===== config.mk =====
export PLATFORM = sky130hd
export DESIGN_NAME = select_grant
export DESIGN_NICKNAME = d
export VERILOG_FILES = /design/src/rtl/fpf_pkg.sv /design/src/rtl/rr_arbiter.sv /design/src/rtl/select_grant.sv
export SDC_FILE = /design/constraint.sdc
export NUM_CORES = 1
export LEC_CHECK = 0
export CORE_ASPECT_RATIO = 1.75
export CORE_MARGIN = 1
export CORE_UTILIZATION = 35
export CTS_CLUSTER_DIAMETER = 60
export DETAILED_ROUTE_END_ITERATION = 8
export PLACE_DENSITY = 0.67
export SYNTH_ARGS = -nofsm -noshare
export SYNTH_HDL_FRONTEND = slang
export SYNTH_SLANG_ARGS = --single-unit

===== constraint.sdc =====
create_clock -name clk -period 4.3 [get_ports clk]
set_clock_uncertainty 0.15 [all_clocks]
set_input_delay 1.075 -clock clk [delete_from_list [all_inputs] [get_ports clk]]
set_output_delay 1.075 -clock clk [all_outputs]
set_load 0.005 [all_outputs]

===== src/rtl/fpf_pkg.sv =====
// Shared types and helpers for the flattened-priority iSLIP scheduler.
package fpf_pkg;

  localparam int unsigned FPF_N     = 25;
  localparam int unsigned FPF_P     = 8;
  localparam int unsigned FPF_LW    = 8;
  // Widest vector onehot_to_idx can decode; N and P must not exceed it.
  localparam int unsigned FPF_MAX_W = 64;

  typedef enum logic [1:0] {
    IDLE,
    GRANT,
    BUSY
  } fpf_state_t;

  function automatic int unsigned idx_w(input int unsigned n);
    return (n > 1) ? $clog2(n) : 1;
  endfunction

  function automatic int unsigned onehot_to_idx(input logic [FPF_MAX_W-1:0] v);
    int unsigned idx;
    idx = 0;
    for (int unsigned i = 0; i < FPF_MAX_W; i++) begin
      if (v[i]) idx = i;
    end
    return idx;
  endfunction

endpackage


===== src/rtl/rr_arbiter.sv =====
// Combinational round-robin arbiter: first request at or after ptr, wrapping.
module rr_arbiter
  import fpf_pkg::*;
#(
  parameter int unsigned N  = FPF_N,
  parameter int unsigned IW = idx_w(N)
) (
  input  logic [N-1:0]  req,
  input  logic [IW-1:0] ptr,
  output logic [N-1:0]  grant
);

  logic [N-1:0]   mask;
  logic [2*N-1:0] dbl;
  logic [2*N-1:0] first;

  // Lower half holds requests at/after ptr, upper half the full set for the
  // wrap case; the lowest set bit of the double vector is the winner.
  always_comb begin
    mask = '0;
    for (int unsigned i = 0; i < N; i++) begin
      mask[i] = (IW'(i) >= ptr);
    end
    dbl   = {req, req & mask};
    first = dbl & (-dbl);
    grant = first[N-1:0] | first[2*N-1:N];
  end

endmodule


===== src/rtl/select_grant.sv =====
// Output-side grant stage: picks highest requested priority, round-robins
// within it, presents the grant, then holds the port busy for the packet.
// Optional: define FPF_INPUT_MASK_EN to add i_matched, which removes already
// matched inputs from arbitration.
module select_grant
  import fpf_pkg::*;
#(
  parameter int unsigned N  = FPF_N,
  parameter int unsigned P  = FPF_P,
  parameter int unsigned LW = FPF_LW
) (
  input  logic           clk,
  input  logic           reset,
  input  logic [N*P-1:0] i_request,
`ifdef FPF_INPUT_MASK_EN
  input  logic [N-1:0]   i_matched,
`endif
  input  logic           i_start,
  input  logic           i_accept,
  input  logic [LW-1:0]  i_len,
  output logic [N-1:0]   o_grant,
  output logic [P-1:0]   o_priority,
  output logic           o_valid,
  output logic           o_busy
);

  localparam int unsigned IW = idx_w(N);
  localparam int unsigned PW = idx_w(P);

  fpf_state_t state_q, state_d;

  logic [IW-1:0]        ptr_q [P];
  logic [LW-1:0]        cnt_q;
  logic [N*P-1:0]       req_eff;
  logic [P-1:0]         level_any;
  logic [P-1:0]         lvl_onehot;
  logic [PW-1:0]        lvl_c;
  logic [N-1:0]         lvl_req;
  logic [N-1:0]         grant_c;
  logic                 any_req;
  logic [FPF_MAX_W-1:0] grant_ext;
  logic [FPF_MAX_W-1:0] prio_ext;
  logic [IW-1:0]        gnt_idx;
  logic [PW-1:0]        gnt_lvl;

  // Eligible requests (matched inputs dropped when masking is built in).
  always_comb begin
    req_eff = i_request;
`ifdef FPF_INPUT_MASK_EN
    for (int unsigned i = 0; i < N; i++) begin
      if (i_matched[i]) req_eff[i*P +: P] = '0;
    end
`endif
  end

  // Highest requested level and the per-input request vector at that level.
  always_comb begin
    level_any = '0;
    for (int unsigned i = 0; i < N; i++) begin
      for (int unsigned j = 0; j < P; j++) begin
        level_any[j] = level_any[j] | req_eff[i*P+j];
      end
    end
    any_req = |level_any;
    lvl_c   = '0;
    for (int unsigned j = 0; j < P; j++) begin
      if (level_any[j]) lvl_c = PW'(j);
    end
    lvl_onehot = '0;
    if (any_req) lvl_onehot[lvl_c] = 1'b1;
    lvl_req = '0;
    for (int unsigned i = 0; i < N; i++) begin
      lvl_req[i] = req_eff[i*P + 32'(lvl_c)];
    end
  end

  rr_arbiter #(
    .N  (N),
    .IW (IW)
  ) u_rr (
    .req   (lvl_req),
    .ptr   (ptr_q[lvl_c]),
    .grant (grant_c)
  );

  // Pointer update uses the registered grant, since requests may have moved
  // on by the time the accept arrives.
  always_comb begin
    grant_ext          = '0;
    grant_ext[N-1:0]   = o_grant;
    prio_ext           = '0;
    prio_ext[P-1:0]    = o_priority;
    gnt_idx            = IW'(onehot_to_idx(grant_ext));
    gnt_lvl            = PW'(onehot_to_idx(prio_ext));
  end

  // Next-state logic and state-decoded status outputs.
  always_comb begin
    state_d = state_q;
    o_valid = 1'b0;
    o_busy  = 1'b0;
    case (state_q)
      IDLE: begin
        if (i_start && any_req) state_d = GRANT;
      end
      GRANT: begin
        o_valid = 1'b1;
        state_d = i_accept ? BUSY : IDLE;
      end
      BUSY: begin
        o_busy = 1'b1;
        if (cnt_q == LW'(1)) state_d = IDLE;
      end
      default: state_d = IDLE;
    endcase
  end

  // State register.
  always_ff @(posedge clk) begin
    if (reset) state_q <= IDLE;
    else       state_q <= state_d;
  end

  // Grant registers, per-level pointers and packet-length counter.
  always_ff @(posedge clk) begin
    if (reset) begin
      o_grant    <= '0;
      o_priority <= '0;
      cnt_q      <= '0;
      for (int unsigned j = 0; j < P; j++) begin
        ptr_q[j] <= '0;
      end
    end else begin
      case (state_q)
        IDLE: begin
          if (i_start && any_req) begin
            o_grant    <= grant_c;
            o_priority <= lvl_onehot;
          end
        end
        GRANT: begin
          if (i_accept) begin
            ptr_q[gnt_lvl] <= (gnt_idx == IW'(N-1)) ? '0 : gnt_idx + IW'(1);
            cnt_q          <= (i_len == '0) ? LW'(1) : i_len;
          end else begin
            o_grant    <= '0;
            o_priority <= '0;
          end
        end
        BUSY: begin
          cnt_q <= cnt_q - LW'(1);
          if (cnt_q == LW'(1)) begin
            o_grant    <= '0;
            o_priority <= '0;
          end
        end
        default: ;
      endcase
    end
  end

endmodule


==> impl_metrics.tcl <==
set metrics [dict create \
    outcome "finished with violations" \
    violations "setup timing" \
    vias_per_cell 6.11 \
    drc 0 \
    fin_nets 1708 \
    slowest_stage "nand3_1" \
    yosys_warnings 0 \
    grt_max_degree 23 \
    seqPwrFrac_pct 34.3 \
    pin_count 247 \
    critPathCapture "o_grant[24]" \
    intPower_w 0.00172 \
    clock_power_share_pct 29.7 \
    slew_viol_final 0 \
    total_power_w 0.00258 \
    hold_path.class "reg -> reg" \
    regToRegSetupSlack_ns 0.60 \
    ys_types 85 \
    routabilityCongestion 1.02 \
    antenna_found_initial 1 \
    syn_nets 1096 \
    min_period_ns 5.20 \
    clockRootBuffer "clkbuf_16" \
    cp.required_ns 4.44 \
    slew_headroom_pct 53.4 \
    async_reset_ff_share_pct 0 \
    path_max_fanout 7 \
    timing.final.crit_share_pct 121 \
    fp.dieW_um 109 \
    row_count 68 \
    mostFrequentLayoutCells "buf_4 (351), nor2_1 (105), clkdlybuf4s50_1 (79)" \
    cts_made_buffers 9 \
    num_vias 10625 \
    grt_first_pass_wirelength_mm 61.0 \
    power_leakage_nw 5.80 \
    syn_inst 876 \
    final_common_cell "buf_4" \
    wirelength_mm 42.6 \
    vdd_drop_max_mv 0.253 \
    grt_pass1_vias 10921 \
    die_area_um2 20700 \
    fillCellCount 1565 \
    fin_setup_tns_ns -19.23 \
    hold_buffers 0 \
    drt_iter0_drc 856 \
    grt-ovfl-total 0 \
    reg2regPathDepth 10 \
    finalSetupViolCount 25 \
    area_growth_pct 101 \
    grt_use_total_pct 40.2 \
    syn_avg_cell_area_um2 8.03 \
    clockBufferDepth 2 \
    fp.dieH_um 190 \
    max_stage_delay_ns 0.34 \
    worstSetupPathType "in -> reg" \
    sw_frac_of_total_pct 33.2 \
    cts.sinks 83 \
    p_switching_w 0.000855 \
    wl_per_cell_um 24.5 \
    comb_power_share_pct 35.9 \
    core_um2 19700 \
    drive_above_1_share_pct 44.3 \
    grt_setup_unrepaired "true" \
    hold_viol 0 \
    synth_edf_count 40 \
    critPathLaunchType "input pin" \
    synth_flop_cell "dfxtp_1" \
    yosys.area.top_type "edfxtp_1" \
    maxCapViolations 0 \
    yosysSeqAreaShare_pct 29.3 \
    cts_tree "done" \
    arrival_ns 5.34 \
    synth.top_cell.area_share_pct 17.1 \
    drt_pass1_iterations 6 \
    worstMarginPinSlew_ns 0.693 \
    netlist_area_um2 7030 \
    numPortBuffers 246 \
    ctsHtreeMaxLevel 3 \
    timing.fmax_mhz 192 \
    critPathCaptureType "flop" \
    floorplan.initialDensity_pct 35.6 \
    power_density_nw_per_um2 182 \
    path_clk_slew_ns 0.07 \
    critical_path.cell_chain "buf_8 -> nor4_4 -> buf_4 -> nand4_1 -> buf_6 -> nor4_4 -> buf_4 -> nor3_4 -> buf_6 -> buf_8 -> buf_4 -> a22oi_1 -> nand3_1 -> a21o_1 -> a211oi_2 -> o221ai_2 -> a211oi_4 -> buf_12 -> nand4_4 -> buf_6 -> or3_1 -> nand3_1" \
    n_antenna_cell 0 \
    synth_area_leaders "edfxtp_1 (17%), dfxtp_1 (12%), nor2_1 (6.0%), mux2i_1 (4.8%), a21oi_1 (4.5%)" \
    ant_nets 0 \
    critPathLaunch "i_request[2]" \
    clk_latency_ns 0.35 \
    fin_ws_ns -0.897 \
    r2r-start "cnt_q[0]" \
    place.detailed.hpwl_mm 31.2 \
    synth-seq-cells 83 \
    rr_endpoint "o_grant[24]" \
]
## critical path, delay by kind of cell
kind | cells | cell delay [ns]
compound gates | 5 | 1.25
buf+inv | 9 | 1.37
simple gates | 8 | 1.62
## final cells by class
class / instances / area, um2 / area share, %
Clock inverter: 7 / 73.8 / 0.521
Timing Repair Buffer: 646 / 5630 / 39.8
Tap cell: 245 / 307 / 2.17
Multi-Input combinational cell: 720 / 5750 / 40.6
Clock buffer: 9 / 225 / 1.59
Sequential cell: 83 / 2060 / 14.6
Inverter: 28 / 105 / 0.742
## cell families after synthesis
kind of cell	count (synthesis)	share of synthesized area [%]
multiplexers	39	5.84
flip-flops	83	29.3
buffers and inverters	75	5.89
XOR/XNOR	2	0.249
AND/OR/NAND/NOR	403	30.1
AO/OA/AOI/OAI	266	27.2
adder cells (fa/ha/maj)	8	1.42
## how the worst min path moves through the flow
| stage | from | endpoint | slack [ns] | depth (start not counted) |
|---|---|---|---|---|
| floorplan | o_priority[0] | o_priority[0] | 0.30 | 2 |
| global placement | o_priority[0] | o_priority[0] | 0.30 | 2 |
| detailed placement | o_priority[0] | o_priority[0] | 0.30 | 2 |
| CTS | o_priority[0] | o_priority[0] | 0.31 | 2 |
| global route | o_priority[0] | o_priority[0] | 0.36 | 2 |
| finish | o_priority[0] | o_priority[0] | 0.31 | 2 |
## timing repair
action	in CTS	in global routing
endpoints found under the setup margin	33	34
hold endpoints to repair	0	0
setup buffers	74	10
pin swaps	128	42
gates resized for setup	555	56
cloned	7	1
## stage by stage
step / utilization, % / cells / hold WS (ns) / cell area (um2) / setup slack (ns)
2_1_floorplan: - / 876 / 0.298 / 7260 / -0.168
3_3_place_gp: 61.3 / 1631 / 0.303 / 12100 / -1.50
3_5_place_dp: 61.3 / 1631 / 0.299 / 12100 / -1.51
4_1_cts: 70.2 / 1728 / 0.314 / 13900 / -0.445
5_1_grt: 71.7 / 1738 / 0.364 / 14200 / -0.965
6_report: 71.7 / 1738 / 0.312 / 14200 / -0.897
## cell usage after synthesis (all sizes together), types with 22 or more instances
cell type	number
nor2	114
nand2	81
a21oi	64
nor4	57
dfxtp	43
edfxtp	40
o21ai	40
mux2i	36
nor3	33
buf	29
inv	27
nand3	23
a221oi	22
## sequential cells by signal (all words and copies together) (netlist names)
| register | count |
|---|---|
| ptr_q | 40 |
| cnt_q | 8 |
| o_grant | 25 |
| o_priority | 8 |
| state_q | 2 |
## per-layer routing
| metal | GRT usage (%) | wire length, um |
|---|---|---|
| met1 | 38.2 | 13700 |
| met4 | 36.2 | 4230 |
| met2 | 68.2 | 20300 |
| met5 | 0 | 13 |
| met3 | 11.7 | 4380 |
## power groups by stage
stage / clock network [W] / registers [W] / logic [W]
2_1_floorplan: 0 / 0.000892 / 0.000283
3_3_place_gp: 0 / 0.000900 / 0.000850
3_5_place_dp: 0 / 0.000901 / 0.000847
4_1_cts: 0.000776 / 0.000883 / 0.000883
5_1_grt: 0.000801 / 0.000887 / 0.000967
6_report: 0.000766 / 0.000885 / 0.000926
No activity file was read; power rests on OpenSTA's default activity.
